### src/rtl/arb_pkg.sv
// Shared constants and the word record carried from the packer into its output FIFO.
package arb_pkg;

  localparam int ARB_DATA_W         = 8;
  localparam int ARB_BYTES_PER_WORD = 4;
  localparam int ARB_OUT_W          = ARB_DATA_W * ARB_BYTES_PER_WORD;

  typedef struct packed {
    logic [31:0] data;
    logic [2:0]  count;
  } packed_word_t;

endpackage

### src/rtl/arbiter_byte_packer_sync_fifo.sv
// First-word fall-through FIFO with wrap-bit pointers; a push into a full FIFO
// is accepted only when a pop retires the head on the same edge.
module sync_fifo
  import arb_pkg::*;
#(
  parameter int WIDTH = $bits(packed_word_t),
  parameter int DEPTH = 4
) (
  input  logic             clk,
  input  logic             rst,
  input  logic             push,
  input  logic [WIDTH-1:0] push_data,
  input  logic             pop,
  output logic [WIDTH-1:0] head,
  output logic             full,
  output logic             empty
);

  localparam int AW = $clog2(DEPTH);

  logic [WIDTH-1:0] mem [DEPTH];
  logic [AW:0]      wr_ptr;
  logic [AW:0]      rd_ptr;
  logic             wr_en;
  logic             rd_en;

  assign empty = (wr_ptr == rd_ptr);
  assign full  = (wr_ptr[AW] != rd_ptr[AW]) && (wr_ptr[AW-1:0] == rd_ptr[AW-1:0]);
  assign rd_en = pop && !empty;
  assign wr_en = push && (!full || rd_en);
  // Head reads as zero when nothing is queued, so stale entries never show.
  assign head  = empty ? '0 : mem[rd_ptr[AW-1:0]];

  always_ff @(posedge clk) begin
    if (rst) begin
      wr_ptr <= '0;
      rd_ptr <= '0;
    end else begin
      if (wr_en) begin
        mem[wr_ptr[AW-1:0]] <= push_data;
        wr_ptr              <= wr_ptr + (AW+1)'(1);
      end
      if (rd_en) begin
        rd_ptr <= rd_ptr + (AW+1)'(1);
      end
    end
  end

endmodule

### src/rtl/arbiter_byte_packer.sv
// Packs the arbiter byte stream into 32-bit words, queues them in a FWFT FIFO,
// and counts words lost when the queue cannot take them (input never stalls).
module arbiter_byte_packer
  import arb_pkg::*;
#(
  parameter  int DATA_W         = ARB_DATA_W,
  parameter  int BYTES_PER_WORD = ARB_BYTES_PER_WORD,
  parameter  int FIFO_DEPTH     = 4,
  localparam int OUT_W          = DATA_W * BYTES_PER_WORD
) (
  input  logic              clk,
  input  logic              rst,
  input  logic [DATA_W-1:0] din,
  input  logic              din_valid,
  input  logic              flush,
  output logic [OUT_W-1:0]  out_data,
  output logic [2:0]        out_count,
  output logic              out_valid,
  input  logic              out_ready,
  output logic              overflow,
  output logic [7:0]        drop_cnt
);

  localparam int FILL_W = $clog2(BYTES_PER_WORD);

  logic [FILL_W-1:0] fill;
  logic [OUT_W-1:0]  asm_word;
  logic [OUT_W-1:0]  word_next;
  logic [2:0]        count_next;
  logic              push_req;
  logic              drop;
  logic              fifo_full;
  logic              fifo_empty;
  packed_word_t      push_pkt;
  packed_word_t      head_pkt;

  // The byte accepted this edge is merged in before the push decision so a
  // flush or completion carries it.
  always_comb begin
    word_next = asm_word;
    if (din_valid) begin
      word_next[fill*DATA_W +: DATA_W] = din;
    end
  end

  assign count_next = 3'(fill) + 3'(din_valid);
  assign push_req   = (din_valid && (fill == FILL_W'(BYTES_PER_WORD-1))) ||
                      (flush && ((fill != '0) || din_valid));
  assign drop       = push_req && fifo_full && !(out_ready && !fifo_empty);

  assign push_pkt.data  = word_next;
  assign push_pkt.count = count_next;

  sync_fifo #(
    .WIDTH ($bits(packed_word_t)),
    .DEPTH (FIFO_DEPTH)
  ) u_fifo (
    .clk       (clk),
    .rst       (rst),
    .push      (push_req),
    .push_data (push_pkt),
    .pop       (out_ready),
    .head      (head_pkt),
    .full      (fifo_full),
    .empty     (fifo_empty)
  );

  assign out_valid = !fifo_empty;
  assign out_data  = head_pkt.data;
  assign out_count = head_pkt.count;

  always_ff @(posedge clk) begin
    if (rst) begin
      fill     <= '0;
      asm_word <= '0;
      overflow <= 1'b0;
      drop_cnt <= '0;
    end else begin
      if (push_req) begin
        fill     <= '0;
        asm_word <= '0;
      end else if (din_valid) begin
        fill     <= fill + FILL_W'(1);
        asm_word <= word_next;
      end
      if (drop) begin
        overflow <= 1'b1;
        if (drop_cnt != 8'hFF) begin
          drop_cnt <= drop_cnt + 8'd1;
        end
      end
    end
  end

endmodule

### config.mk
export PLATFORM = sky130hd
export DESIGN_NAME = arbiter_byte_packer
export DESIGN_NICKNAME = d
export VERILOG_FILES = /design/src/rtl/arb_pkg.sv /design/src/rtl/arbiter_byte_packer_sync_fifo.sv /design/src/rtl/arbiter_byte_packer.sv
export SDC_FILE = /design/constraint.sdc
export NUM_CORES = 1
export LEC_CHECK = 0
export CAP_MARGIN = 20
export CORE_UTILIZATION = 60
export CTS_CLUSTER_SIZE = 10
export DETAILED_ROUTE_END_ITERATION = 10
export PLACE_DENSITY_LB_ADDON = 0.08
export SKIP_LAST_GASP = 1
export SYNTH_ARGS = -nofsm -noshare
export SYNTH_HDL_FRONTEND = slang
export SYNTH_HIERARCHICAL = 1
export SYNTH_SLANG_ARGS = --single-unit
### constraint.sdc
create_clock -name clk -period 8.4 [get_ports clk]
set_input_delay 1.68 -clock clk [delete_from_list [all_inputs] [get_ports clk]]
set_output_delay 1.68 -clock clk [all_outputs]
set_load 0.01 [all_outputs]
==> reports/metrics.yaml, run 1 <==
floorplan:
  chipHeight_um: 115
  floorplan.die.width_um: 115
  row_cnt: 41
  num_io_pins: 58
  start_util_pct: 61.4
  area_of_the_die_um2: 13300
  core_area_um2: 12600
yosys:
  post_synth_main_area_contributors: "edfxtp_1, dfxtp_1, mux4_2"
  yosys.area.top_type_share_pct: 54.5
  post_synthesis_sequential_area_ratio_pct: 67.7
  post_synth.cell_area_avg_um2: 16.6
  ys_warn_count: 6
  syn-cell-area_um2: 7720
  netlist-cell-type-count: 46
  synth_flop_cell: "edfxtp_1"
  post-synth-top-count-cell: "edfxtp_1"
  list_of_most_frequent_post_synthesis_cells: "edfxtp_1, nor2b_1, dfxtp_1"
  synth_nets: 490
  postSynthRegisterBits: 191
  cell_count_after_synthesis: 464
  synth-edff-count: 140
  asyncSetResetFlopFracSynth_pct: 0
  post-synth-top-area-cell: "edfxtp_1"
clock_network:
  root_buffer: "clkbuf_16"
  clockBufferDepth: 2
  path_clk_slew_ns: 0.06
  cts_inserted_buffers: 17
  htreeDepth: 4
  cts_post_setup_buffers_inserted: 0
  cts_resized: 0
  cts_num_sinks: 191
  clock_latency_ns: 0.43
  hold_buffers: 0
  tritoncts: "built"
critical_path:
  worst_path_largest_cell_delay_ns: 0.82
  cp_cell_sequence: "xnor2_1 -> and3_1 -> buf_4 -> nor2b_1 -> clkdlybuf4s50_1"
  type_of_the_worst_setup_path: "reg2out"
  cp.arrival_ns: 3.05
  worstPathMaxFanout: 21
  critical_path_rt_ns: 6.72
  endpoint_kind: "output pin"
  critical_path_start_type: "flip-flop"
  critical_path.slowest_cell: "and3_1"
route:
  wl_per_cell_um: 20.6
  drt_iter0_markers: 363
  post-route-drc-count: 0
  route.detailed.vias_per_inst: 5.86
  dr.pass1.iters: 4
  postRouteWirelength_um: 14700
  antenna_left: 0
  route.vias.total: 4175
power_and_ir_drop:
  p_leak_uw: 0.00301
  vdd.ir_drop.worst_mv: 0.167
  p_sw_share_pct: 24.0
  comb_power_share_pct: 20.4
  power.switching_uw: 568
  pwr_density_cell_nw_per_um2: 261
  power.share.sequential_pct: 44.2
  power.clock.fraction_pct: 35.4
  cellInternalPower_uw: 1800
timing:
  period_minus_slack_ns: 4.73
  skew_ns: 0.00646
  setup_viol: 0
  post-route-worst-setup-slack_ns: 3.67
  setup_repair_after_global_routing_missed_its_margin: "false"
  max_slew_margin_pct: 40.5
  report.final.hold_viol_count: 0
  final_total_negative_setup_slack_ns: 0
  achievable-frequency_ghz: 0.211
  slew_viol_final: 0
  period_share_pct: 56.3
  timing_worst_slew_pin_value_ns: 0.892
  worst_hold_slack_ns: 0.494
cells_and_area:
  fin_nets: 554
  final_cell_area_um2: 9090
  syn_to_final_growth_pct: 17.8
  post_route_cells_drive_above_1_share_pct: 17.0
  antenna_cells: 0
placement:
  routabilityCongestion: 0.812
  dpl_worst_slack_ns: 4.08
  placement.cell_area_um2: 8470
  hpwl_um: 8630
  port_buffers: 57
grt:
  initial_antenna_violation_count: 0
  grt_util_all_layers_pct: 23.9
  via_count_of_the_first_global_routing_pass: 4099
  overflow: 0
  largest_net_degree_at_the_start_of_global_routing: 36
  grt_pass1_wl_um: 22600
run_status:
  run_status: "finished clean"
worst_hold_path:
  worst_hold_class: "reg2reg"
job:
  cap_viol_max_count: 0
==> cells in the final DEF, fill, tap and decap left out, types with 3 or more instances in the layout <==
cell type	count
dfxtp_1	50
nor2b_1	71
nand2b_1	3
xnor2_1	4
buf_4	8
clkinv_2	5
a21oi_1	6
a22o_1	32
mux2i_1	4
clkdlybuf4s50_1	57
mux2_2	5
edfxtp_1	140
mux4_2	35
clkbuf_16	17
bufinv_16	4
o31ai_1	3
nor3_2	4
ha_1	13
nor2_1	12
or3_1	3
or4_1	3
inv_1	13
nand2_1	10
nand3_1	5
==> power by group through the flow <==
stage,Sequential [uW],Combinational (uW),Clock [uW]
detailed placement,1070,489,0
global placement,1070,482,0
floorplan,1060,293,0
finish,1050,483,838
CTS,1050,491,848
global route,1050,521,883
==> metal layers <==
metal / routed length, um / share of wire [%] / GRT usage (%)
met5: 0 / 0 / 0
met4: 162 / 1.1 / 8.66
met3: 673 / 4.6 / 5.07
met2: 7210 / 49 / 37.2
met1: 6620 / 45 / 33.7
==> worst max-delay path, delay by kind of cell (launching register included) <==
kind	cells	cell delay, ns
buffers and inverters	2	0.90
flip-flops	1	0.35
XOR/XNOR	1	0.45
AND/OR/NAND/NOR	2	0.91
==> path summary, 6_finish.rpt <==
path / start / end / slack (ns) / cells past startpoint
worst min-delay path: overflow / overflow / 0.49 / 2
worst max register to register: u_fifo/wr_ptr[1] / drop_cnt[5] / 5.17 / 7
worst min register to register: overflow / overflow / 0.49 / 2
worst max-delay path: u_fifo/wr_ptr[1] / out_data[19] / 3.67 / 5
==> through the flow <==
stage | std cells | util [%] | power, uW
final | 713 | 72.3 | 2370
after global routing | 713 | 72.3 | 2450
after CTS | 713 | 72.3 | 2390
after detailed placement | 681 | 67.4 | 1560
after global placement | 681 | 67.4 | 1550
after floorplan | 464 | - | 1360
==> final cells by class <==
class	count	area, um^2
Fill cell	801	3480
Clock inverter	12	165
Clock buffer	20	457
Inverter	13	48.8
Tap cell	172	215
Sequential cell	191	5230
Multi-Input combinational cell	240	2350
Timing Repair Buffer	65	631
==> cell families after synthesis <==
kind of cell / share of synthesized area [%]
flops: 67.7
fa+ha+maj: 2.11
compound gates: 5.95
buf+inv: 2.19
xor+xnor: 0.567
mux: 11.5
simple gates: 10.0
==> state kept, by name (all words and copies together) (netlist names), named ones only <==
name and flops:
asm_word 32, fill 2, u_fifo/wr_ptr 3, u_fifo/mem 140, u_fifo/rd_ptr 3, drop_cnt 8
overflow 1
Power figures use the tool's default switching activity.
==> run 2, diff against run 1 <==
- CORE_UTILIZATION: 60 -> 52
- clock period: 8.4 -> 4.2 ns (I/O delays scaled with it)
==> run 2 against run 1 <==
  * Design area grew 1.4%
  * Sequential share of layout area down 0.77 points
  * Critical path depth down 1
  * Sequential power increased by 100%
  * Cell count grew 2.1%
  * Non-clock buffer count grew 3
  * Critical endpoint unchanged
==> reports/metrics.yaml, run 2 (synthesized netlist as in run 1, its figures left out) <==
floorplan:
  start_util_pct: 53.1
  row_cnt: 44
  area_of_the_die_um2: 15300
  floorplan.die.width_um: 124
  chipHeight_um: 124
  core_area_um2: 14500
  num_io_pins: 58
timing:
  timing_worst_slew_pin_value_ns: 0.593
  setup_viol: 0
  worst_hold_slack_ns: 0.486
  period_minus_slack_ns: 3.28
  skew_ns: 0.00615
  report.final.hold_viol_count: 0
  setup_repair_after_global_routing_missed_its_margin: "false"
  achievable-frequency_ghz: 0.305
  slew_viol_final: 0
  max_slew_margin_pct: 60.4
  period_share_pct: 78.1
job:
  cap_viol_max_count: 0
route:
  postRouteWirelength_um: 14700
  post-route-drc-count: 0
  dr.pass1.iters: 5
  route.detailed.vias_per_inst: 5.68
  drt_iter0_markers: 346
  antenna_left: 0
  wl_per_cell_um: 20.2
  route.vias.total: 4132
critical_path:
  source_of_the_worst_register_to_register_timing_path: "fill[0]"
  worst_path_largest_cell_delay_ns: 0.58
  type_of_the_worst_setup_path: "reg2out"
  cp.arrival_ns: 2.44
  reg2reg_slack_ns: 1.49
  endpoint_kind: "output pin"
  critical_path_rt_ns: 3.36
  cp_cell_sequence: "buf_12 -> mux4_2 -> nor2b_1 -> clkdlybuf4s50_1"
  critical_path.slowest_cell: "mux4_2"
  critical_path_start_type: "flip-flop"
  r2r_cells: 7
  worstPathMaxFanout: 30
  worstReg2RegEnd: "u_fifo/mem[1][24]"
clock_network:
  hold_buffers: 0
  clock_latency_ns: 0.42
  root_buffer: "clkbuf_16"
  cts_resized: 0
  cts_post_setup_buffers_inserted: 0
  cts_num_sinks: 191
  tritoncts: "built"
  cts_inserted_buffers: 17
  path_clk_slew_ns: 0.06
  clockBufferDepth: 2
  htreeDepth: 4
power_and_ir_drop:
  vdd.ir_drop.worst_mv: 0.295
  power.clock.fraction_pct: 37.4
  comb_power_share_pct: 19.7
  power.share.sequential_pct: 42.8
  p_total_uw: 4920
  pwr_density_cell_nw_per_um2: 534
  p_leak_uw: 0.00305
  cellInternalPower_uw: 3770
  power.switching_uw: 1140
  p_sw_share_pct: 23.2
placement:
  numPlacedInstances: 696
  placement.cell_area_um2: 8520
  port_buffers: 57
  routabilityCongestion: 0.730
  hpwl_um: 8900
worst_hold_path:
  whs_path_depth: 2
  hold_path.startpoint: "overflow"
  holdPathEnd: "overflow"
  worst_hold_class: "reg2reg"
run_status:
  run_status: "finished clean"
cells_and_area:
  filler_cell_count: 1060
  fin_nets: 557
  post_layout_nonfiller_instances: 728
  antenna_cells: 0
  layout_commonest_cell: "edfxtp_1"
  layout_common_cells: "edfxtp_1, nor2b_1, clkdlybuf4s50_1"
  post_route_cells_drive_above_1_share_pct: 17.3
  final_core_density_pct: 63.4
  largest_register_ff_count: 140
  syn_to_final_growth_pct: 19.4
  final_cell_area_um2: 9210
grt:
  grt_pass1_wl_um: 22800
  grt_util_all_layers_pct: 20.9
  via_count_of_the_first_global_routing_pass: 4072
  overflow: 0
  largest_net_degree_at_the_start_of_global_routing: 36
  initial_antenna_violation_count: 0
==> run 2: stage by stage <==
stage,setup TNS (ns),setup slack (ns)
after floorplan,-10.05,-0.0980
after global placement,0,1.14
after detailed placement,0,1.11
after CTS,0,0.857
after global routing,0,0.805
final,0,0.918
==> run 2: layer usage <==
metal	track usage, %	wire, um
met3	3.98	450
met1	27.4	6610
met2	34.9	7450
met4	7.00	189
met5	0	0
==> run 2: worst max path at each step <==
stage | slack [ns] | depth (start not counted) | from | endpoint
4_1_cts | 0.86 | 4 | flip-flop | out_data[19]
5_1_grt | 0.80 | 4 | flip-flop | out_data[19]
2_1_floorplan | -0.1 | 6 | fill[0] | u_fifo/mem[1][0]
3_3_place_gp | 1.14 | 6 | din_valid | u_fifo/mem[2][16]
3_5_place_dp | 1.11 | 6 | din_valid | u_fifo/mem[2][16]
6_report | 0.92 | 4 | flip-flop | out_data[19]
==> run 2: final cells by class <==
cell class | instances | area (um^2) | area share (%)
clock buffer | 24 | 526 | 5.70
clock inverter | 8 | 170 | 1.85
inverter | 13 | 48.8 | 0.530
multi-input combinational | 240 | 2350 | 25.5
sequential | 191 | 5230 | 56.7
tap | 184 | 230 | 2.50
timing repair buffer | 68 | 666 | 7.23
==> run 2: worst max-delay path, delay by kind of cell, from the launching register on <==
kind / cells / cell delay, ns
buffers and inverters: 2 / 0.79
muxes: 1 / 0.58
DFF: 1 / 0.49
and+or+nand+nor: 1 / 0.15
==> run 2: power by group through the flow <==
| stage | logic (uW) | registers (uW) | clock network (uW) |
|---|---|---|---|
| 3_5_place_dp | 988 | 2150 | 0 |
| 5_1_grt | 1060 | 2110 | 1940 |
| 2_1_floorplan | 586 | 2130 | 0 |
| 4_1_cts | 994 | 2110 | 1860 |
| 6_report | 969 | 2110 | 1840 |
| 3_3_place_gp | 986 | 2140 | 0 |
